===== src/rtl/cv32e40p_illegal_insn_trace_if.sv =====
// Bundle of the ID-stage event inputs and the trace output stream for
// cv32e40p_illegal_insn_trace. The slave modport is the trace unit itself;
// the master modport is the surrounding core / consumer.
interface cv32e40p_illegal_insn_trace_if #(
  parameter int unsigned DEPTH = 4,
  parameter int unsigned OVF_W = 16
);
  localparam int unsigned CW = $clog2(DEPTH) + 1;

  logic              is_decoding_i;
  logic              illegal_insn_dec_i;
  logic [31:0]       hart_id_i;
  logic [31:0]       pc_id_i;
  logic              trace_valid_o;
  logic              trace_ready_i;
  logic [31:0]       trace_pc_o;
  logic [3:0]        trace_hart_o;
  logic [31:0]       trace_ts_o;
  logic [CW-1:0]     count_o;
  logic [OVF_W-1:0]  overflow_cnt_o;

  modport slave (
    input  is_decoding_i, illegal_insn_dec_i, hart_id_i, pc_id_i, trace_ready_i,
    output trace_valid_o, trace_pc_o, trace_hart_o, trace_ts_o, count_o, overflow_cnt_o
  );

  modport master (
    output is_decoding_i, illegal_insn_dec_i, hart_id_i, pc_id_i, trace_ready_i,
    input  trace_valid_o, trace_pc_o, trace_hart_o, trace_ts_o, count_o, overflow_cnt_o
  );
endinterface


===== src/rtl/cv32e40p_illegal_insn_trace.sv =====
// Illegal-instruction trace buffer: every cycle the ID stage decodes an
// illegal instruction, {pc, hart[3:0], timestamp} is pushed into a small
// FIFO drained through a valid/ready stream. Events arriving while the FIFO
// is full (and not popping) are dropped and counted in a saturating counter.
// Optional feature macro: CV32E40P_ILLEGAL_TRACE_TIMESTAMP_EN adds a 32-bit
// free-running cycle counter whose value is stored with each record; without
// it the timestamp output is tied to zero.
module cv32e40p_illegal_insn_trace #(
  parameter int unsigned DEPTH = 4,
  parameter int unsigned OVF_W = 16
) (
  input  logic                          clk_i,
  input  logic                          rst_i,
  cv32e40p_illegal_insn_trace_if.slave  bus
);
  localparam int unsigned AW = $clog2(DEPTH);
  localparam int unsigned CW = $clog2(DEPTH) + 1;
  localparam logic [CW-1:0] FULL_CNT = CW'(DEPTH);

  logic [31:0]      r_mem_pc   [DEPTH];
  logic [3:0]       r_mem_hart [DEPTH];
  logic [AW-1:0]    r_wptr;
  logic [AW-1:0]    r_rptr;
  logic [CW-1:0]    r_count;
  logic [OVF_W-1:0] r_ovf;

  logic w_event;
  logic w_valid;
  logic w_full;
  logic w_pop;
  logic w_push;
  logic w_drop;
  logic w_unused_hart;

  assign w_event = bus.is_decoding_i & bus.illegal_insn_dec_i;
  assign w_valid = (r_count != '0);
  assign w_full  = (r_count == FULL_CNT);
  assign w_pop   = w_valid & bus.trace_ready_i;
  // When full, a same-edge pop frees the head slot, so the push may reuse it.
  assign w_push  = w_event & (~w_full | w_pop);
  assign w_drop  = w_event & w_full & ~w_pop;

  assign w_unused_hart = ^bus.hart_id_i[31:4];

  // Pointer, occupancy and drop-counter state.
  always_ff @(posedge clk_i) begin
    if (rst_i) begin
      r_wptr  <= '0;
      r_rptr  <= '0;
      r_count <= '0;
      r_ovf   <= '0;
    end else begin
      if (w_push) r_wptr <= r_wptr + 1'b1;
      if (w_pop)  r_rptr <= r_rptr + 1'b1;
      case ({w_push, w_pop})
        2'b10:   r_count <= r_count + 1'b1;
        2'b01:   r_count <= r_count - 1'b1;
        default: r_count <= r_count;
      endcase
      if (w_drop && (r_ovf != '1)) r_ovf <= r_ovf + 1'b1;
    end
  end

  // Record storage; contents are only ever observed through the valid gate.
  always_ff @(posedge clk_i) begin
    if (w_push && !rst_i) begin
      r_mem_pc[r_wptr]   <= bus.pc_id_i;
      r_mem_hart[r_wptr] <= bus.hart_id_i[3:0];
    end
  end

`ifdef CV32E40P_ILLEGAL_TRACE_TIMESTAMP_EN
  logic [31:0] r_ts;
  logic [31:0] r_mem_ts [DEPTH];

  // Free-running cycle counter, wraps naturally at 32 bits.
  always_ff @(posedge clk_i) begin
    if (rst_i) r_ts <= '0;
    else       r_ts <= r_ts + 32'd1;
  end

  // Timestamp storage alongside each record.
  always_ff @(posedge clk_i) begin
    if (w_push && !rst_i) r_mem_ts[r_wptr] <= r_ts;
  end

  assign bus.trace_ts_o = w_valid ? r_mem_ts[r_rptr] : '0;
`else
  assign bus.trace_ts_o = '0;
`endif

  assign bus.trace_valid_o  = w_valid;
  assign bus.trace_pc_o     = w_valid ? r_mem_pc[r_rptr]   : '0;
  assign bus.trace_hart_o   = w_valid ? r_mem_hart[r_rptr] : '0;
  assign bus.count_o        = r_count;
  assign bus.overflow_cnt_o = r_ovf;
endmodule

===== src/flat_wrapper.sv =====
// flat-port wrapper written by rule: the top's interface ports become plain ports
module cv32e40p_illegal_insn_trace_flat 
#(
  parameter int unsigned DEPTH = 4,
  parameter int unsigned OVF_W = 16
)
  (clk_i, rst_i, bus_is_decoding_i, bus_illegal_insn_dec_i, bus_hart_id_i, bus_pc_id_i, bus_trace_ready_i, bus_trace_valid_o, bus_trace_pc_o, bus_trace_hart_o, bus_trace_ts_o, bus_count_o, bus_overflow_cnt_o);
  cv32e40p_illegal_insn_trace_if #(.DEPTH(DEPTH), .OVF_W(OVF_W)) bus_i ();
  input  logic clk_i;
  input  logic rst_i;
  input wire logic [$bits(bus_i.is_decoding_i)-1:0] bus_is_decoding_i;
  input wire logic [$bits(bus_i.illegal_insn_dec_i)-1:0] bus_illegal_insn_dec_i;
  input wire logic [$bits(bus_i.hart_id_i)-1:0] bus_hart_id_i;
  input wire logic [$bits(bus_i.pc_id_i)-1:0] bus_pc_id_i;
  input wire logic [$bits(bus_i.trace_ready_i)-1:0] bus_trace_ready_i;
  output wire logic [$bits(bus_i.trace_valid_o)-1:0] bus_trace_valid_o;
  output wire logic [$bits(bus_i.trace_pc_o)-1:0] bus_trace_pc_o;
  output wire logic [$bits(bus_i.trace_hart_o)-1:0] bus_trace_hart_o;
  output wire logic [$bits(bus_i.trace_ts_o)-1:0] bus_trace_ts_o;
  output wire logic [$bits(bus_i.count_o)-1:0] bus_count_o;
  output wire logic [$bits(bus_i.overflow_cnt_o)-1:0] bus_overflow_cnt_o;
  assign bus_i.is_decoding_i = bus_is_decoding_i;
  assign bus_i.illegal_insn_dec_i = bus_illegal_insn_dec_i;
  assign bus_i.hart_id_i = bus_hart_id_i;
  assign bus_i.pc_id_i = bus_pc_id_i;
  assign bus_i.trace_ready_i = bus_trace_ready_i;
  assign bus_trace_valid_o = bus_i.trace_valid_o;
  assign bus_trace_pc_o = bus_i.trace_pc_o;
  assign bus_trace_hart_o = bus_i.trace_hart_o;
  assign bus_trace_ts_o = bus_i.trace_ts_o;
  assign bus_count_o = bus_i.count_o;
  assign bus_overflow_cnt_o = bus_i.overflow_cnt_o;
  cv32e40p_illegal_insn_trace #(.DEPTH(DEPTH), .OVF_W(OVF_W)) u_core (.clk_i(clk_i), .rst_i(rst_i), .bus(bus_i));
endmodule

===== config.mk =====
export PLATFORM = sky130hd
export DESIGN_NAME = cv32e40p_illegal_insn_trace_flat
export DESIGN_NICKNAME = d
export VERILOG_FILES = /design/src/rtl/cv32e40p_illegal_insn_trace_if.sv /design/src/rtl/cv32e40p_illegal_insn_trace.sv /design/src/flat_wrapper.sv
export SDC_FILE = /design/constraint.sdc
export NUM_CORES = 1
export LEC_CHECK = 0
export CORE_MARGIN = 1
export CORE_UTILIZATION = 54
export CTS_BUF_LIST = sky130_fd_sc_hd__clkbuf_16
export DETAILED_ROUTE_END_ITERATION = 8
export PLACE_DENSITY = 0.83
export SLEW_MARGIN = 15
export SYNTH_ARGS = -nofsm -noshare
export SYNTH_HDL_FRONTEND = slang
export SYNTH_SLANG_ARGS = --single-unit

===== constraint.sdc =====
create_clock -name clk_i -period 6.3 [get_ports clk_i]
set_input_delay 1.26 -clock clk_i [delete_from_list [all_inputs] [get_ports clk_i]]
set_output_delay 1.26 -clock clk_i [all_outputs]
set_load 0.03 [all_outputs]

==> results by stage <==
Outcome:
- The flow ran to the end, and the final reports show no timing, DRC or antenna violations.

Worst setup path:
- The critical path goes through buf_4, mux4_2, and2_1, clkdlybuf4s50_1.
- The longest individual stage delay on the worst path is 0.84 ns.
- STA classifies the critical path endpoint as an output port.
- The setup slack of the most critical reg-to-reg path is approximately 3.7 ns.
- The largest driver fanout on the critical path is 21.
- For the worst setup path, the data arrival time is 3.06 ns.
- The worst setup path is launched from a flop.
- The type of the setup path with the least slack is flop to output port.
- Among all stages on the critical path, the largest delay is contributed by sky130_fd_sc_hd__dfxtp_2.
- In this run the critical register-to-register path is launched from u_core.bus.count_o[0].
- The worst register-to-register path has a depth of 4.
- The endpoint identified for the worst register-to-register timing path is u_core.bus.overflow_cnt_o[14].
- STA puts the critical path data required time at 5.04 ns.

Drt:
- The number of DRC markers after the initial detailed-route iteration is about 260.
- The number of routed nets with antenna violations is 0.
- The first TritonRoute pass finished after 4 iterations.
- The average wire per standard cell is 17.70 um.
- The total detailed-routing wirelength is 12390 um.
- The routed layout has 3810 vias.
- Dividing the detail-routed via count by the number of cells gives 5.443.
- The residual DRC count is 0.

Synth:
- Summing every instance area after synthesis gives 0.006964 sq mm.
- Counting flops with an async set or reset pin after synthesis yields a share of 0%.
- By count the netlist is led by 144 x sky130_fd_sc_hd__edfxtp_1, 39 x sky130_fd_sc_hd__and2_1, 36 x sky130_fd_sc_hd__mux4_2.
- In this run the biggest area consumer among cell types represents a little over 60% of the synthesized area.
- Ranked by total cell area, the synthesized netlist is headed by sky130_fd_sc_hd__edfxtp_1 62%, sky130_fd_sc_hd__mux4_2 12%, sky130_fd_sc_hd__dfxtp_1 7.2%.
- The cell taking the most area after synthesis is sky130_fd_sc_hd__edfxtp_1.
- Each instance of the synthesized netlist takes up on average between 15 and 20 sq um.
- The count of flip-flops with a built-in enable after synthesis is 144.
- Synthesis produced a netlist whose cell count is 418.
- For this run, the leading register cell type out of synthesis is sky130_fd_sc_hd__edfxtp_1.
- The portion of the post-synthesis area used by sequential elements is 69.28%.
- The total of warnings raised by yosys is 0.
- The count of state elements after synthesis is 169.
- The number of different library cells used by synthesis comes to 37.
- Among all cell types in the netlist, the one instantiated most often is sky130_fd_sc_hd__edfxtp_1.

Worst hold path:
- The worst hold path passes through 2 cells.
- The startpoint of the most critical hold path is u_core.bus.overflow_cnt_o[1].
- The worst hold endpoint is u_core.bus.overflow_cnt_o[1].
- The worst hold-check path type is flop to flop.

Final layout:
- The final antenna diode count is 0.
- The number of nets in the layout is just under 600.
- The utilization of the core after routing is 67.40%.
- The filler cells instantiated in the layout total 878.
- The sequential standard cell area is 0.004827 sq mm.
- Compared with the post-synthesis result, the final layout area differs by 22.13%.
- After routing the design area is 0.008506 sq mm.
- The area of combinational cells with multiple inputs is 0.001909 sq mm.
- The fraction of layout instances using a drive strength above 1 is around 14%.

Timing:
- The setup total negative slack is 0 ns.
- The slew of the pin with the lowest slew margin is 1.029 ns.
- The final number of hold-violating endpoints is 0.
- Headroom to the max-slew limit came out at 30.77%.
- After layout, the minimum clock period comes to 4.325 ns.
- The total count of max-transition violations in the final report is 0.
- The count of endpoints failing setup in the final report is 0.
- Setup repair after global routing left no endpoint under its margin.
- Of the available clock period, the critical path in the final layout requires 68.65%.
- The highest clock frequency the design can meet is about 230 MHz.
- Between clock sinks in the finished design, the worst skew comes to 0.006209 ns.

Floorplanning:
- The initial utilization of the core area, before any placement, comes to a little under three fifths.
- The die width is between 100 and 150 um.
- The number of cell rows is 41.
- The core region is 0.01262 sq mm.
- The area of the die is ~0.013 sq mm.
- The height of the die is 115.6 um.
- 157 I/O pins were placed.

Power:
- The cell leakage power is 2.747 nW.
- The worst voltage drop across the vdd grid is ~310 uV.
- The total power per unit cell area is 378.8 mW/mm^2.

GRT:
- The largest net degree at the start of global routing is 40.
- The via count of the first global-routing pass came to ~3800.
- The overall routing resource usage is 20.54%.
- The number of antenna violations at the first check in global routing is 0.
- The first global-routing pass estimated 19720 um of wire.
- For this run the aggregate overflow at the end of global routing stands at 0.

CTS:
- Counting the buffers created by CTS gives 17.
- The number of hold buffers added after cts is 0.
- CTS placed an instance of sky130_fd_sc_hd__clkbuf_16 at the clock tree root.
- No sink is reached through more buffers than the 2 on the longest clock path.
- Counting every sink on the clock net gives 169.
- TritonCTS built the clock tree.
- The buffer count from post-CTS setup fixing is 0.
- The number of H-tree branching levels is 4.
- The CTS clock-pin slew for the worst setup and hold paths is 0.06 ns.
- Clock latency on the worst-skew pair, taken at its later pin, is 0.42 ns.
- The post-cts resize count is 0.

Placement:
- Once placement finished, the instance area stood at 0.007969 sq mm.
- The half-perimeter wire length after placement is 7398 um.
- The number of buffers added on ports is 96.
- At the end of routability-driven placement, the weighted congestion stood at 0.8102.

Run:
- The number of max-cap violations is 0.
critical path, delay by kind of cell, from the launching register on:
family	cells	cell delay (ns)
simple gates	1	0.18
buf+inv	2	1.06
mux	1	0.54
flops	1	0.84
area by class of cell:
type / instances / area share (%)
Tap cell: 172 / 2.530
Clock inverter: 14 / 1.309
Timing Repair Buffer: 98 / 11.47
Sequential cell: 169 / 56.75
Multi-Input combinational cell: 219 / 22.45
Clock buffer: 17 / 5.001
Inverter: 11 / 0.4854
layout by cell type (no fill, tap or decap), drive strengths merged, types with 7 or more instances in the layout:
| cell type | count |
|---|---|
| a21oi | 12 |
| and2 | 39 |
| clkbuf | 17 |
| clkdlybuf4s50 | 96 |
| conb | 32 |
| dfxtp | 25 |
| edfxtp | 144 |
| inv | 16 |
| mux4 | 36 |
| nand2 | 9 |
| nor2 | 12 |
| o31ai | 7 |
| or4 | 7 |
worst max path at each step:
stage | endpoint | start | cells after the start | slack, ns
final | bus_trace_pc_o[3] | flop | 4 | 1.98
after global routing | bus_trace_pc_o[3] | flop | 4 | 1.75
after CTS | bus_trace_pc_o[3] | flop | 4 | 1.87
after detailed placement | bus_trace_pc_o[3] | flop | 4 | 2.37
after global placement | bus_trace_hart_o[2] | flop | 4 | 2.38
after floorplan | bus_trace_pc_o[11] | flop | 4 | 2.97
flip-flops by register name (all words and copies together) (netlist names), named ones only:
| register | count |
|---|---|
| u_core.bus.count_o | 3 |
| u_core.r_mem_pc | 128 |
| u_core.bus.overflow_cnt_o | 16 |
| u_core.r_rptr | 2 |
| u_core.r_wptr | 2 |
| u_core.r_mem_hart | 16 |
report_power, final:
| group | switching [mW] | internal, mW | leakage [nW] | total [mW] |
|---|---|---|---|---|
| combinational | 0.517 | 0.451 | 0.970 | 0.967 |
| clock | 0.407 | 0.536 | 0.273 | 0.943 |
| sequential | 0.0654 | 1.25 | 1.50 | 1.31 |
per-stage QoR:
| stage | std cells | total power [mW] | hold WS, ns | setup slack [ns] |
|---|---|---|---|---|
| CTS | 700 | 3.256 | 0.5130 | 1.868 |
| floorplan | 449 | 1.962 | 0.4847 | 2.973 |
| global placement | 669 | 2.303 | 0.4765 | 2.382 |
| finish | 700 | 3.222 | 0.5068 | 1.975 |
| detailed placement | 669 | 2.315 | 0.4972 | 2.368 |
| global route | 700 | 3.357 | 0.5235 | 1.747 |
logic make-up (layout without fill, tap and decap cells):
kind of cell,after synthesis,count (layout),share of synthesized area (%)
XOR/XNOR,5,5,0.6289
AND/OR/NAND/NOR,105,105,8.714
multiplexers,39,39,12.11
other,1,32,0.05385
flip-flops,169,169,69.28
buffers and inverters,61,140,5.049
adder cells (fa/ha/maj),7,7,1.365
AO/OA/AOI/OAI,31,31,2.803
layer usage:
layer | GRT usage [%] | vias up | part of all wire [%]
li1 | - | 1753 | -
met1 | 24.89 | 1913 | 40
met2 | 34.09 | 127 | 53
met3 | 5.335 | 17 | 4.7
met4 | 10.91 | 0 | 1.9
met5 | 0 | - | 0
No activity file was read; power rests on OpenSTA's default activity.
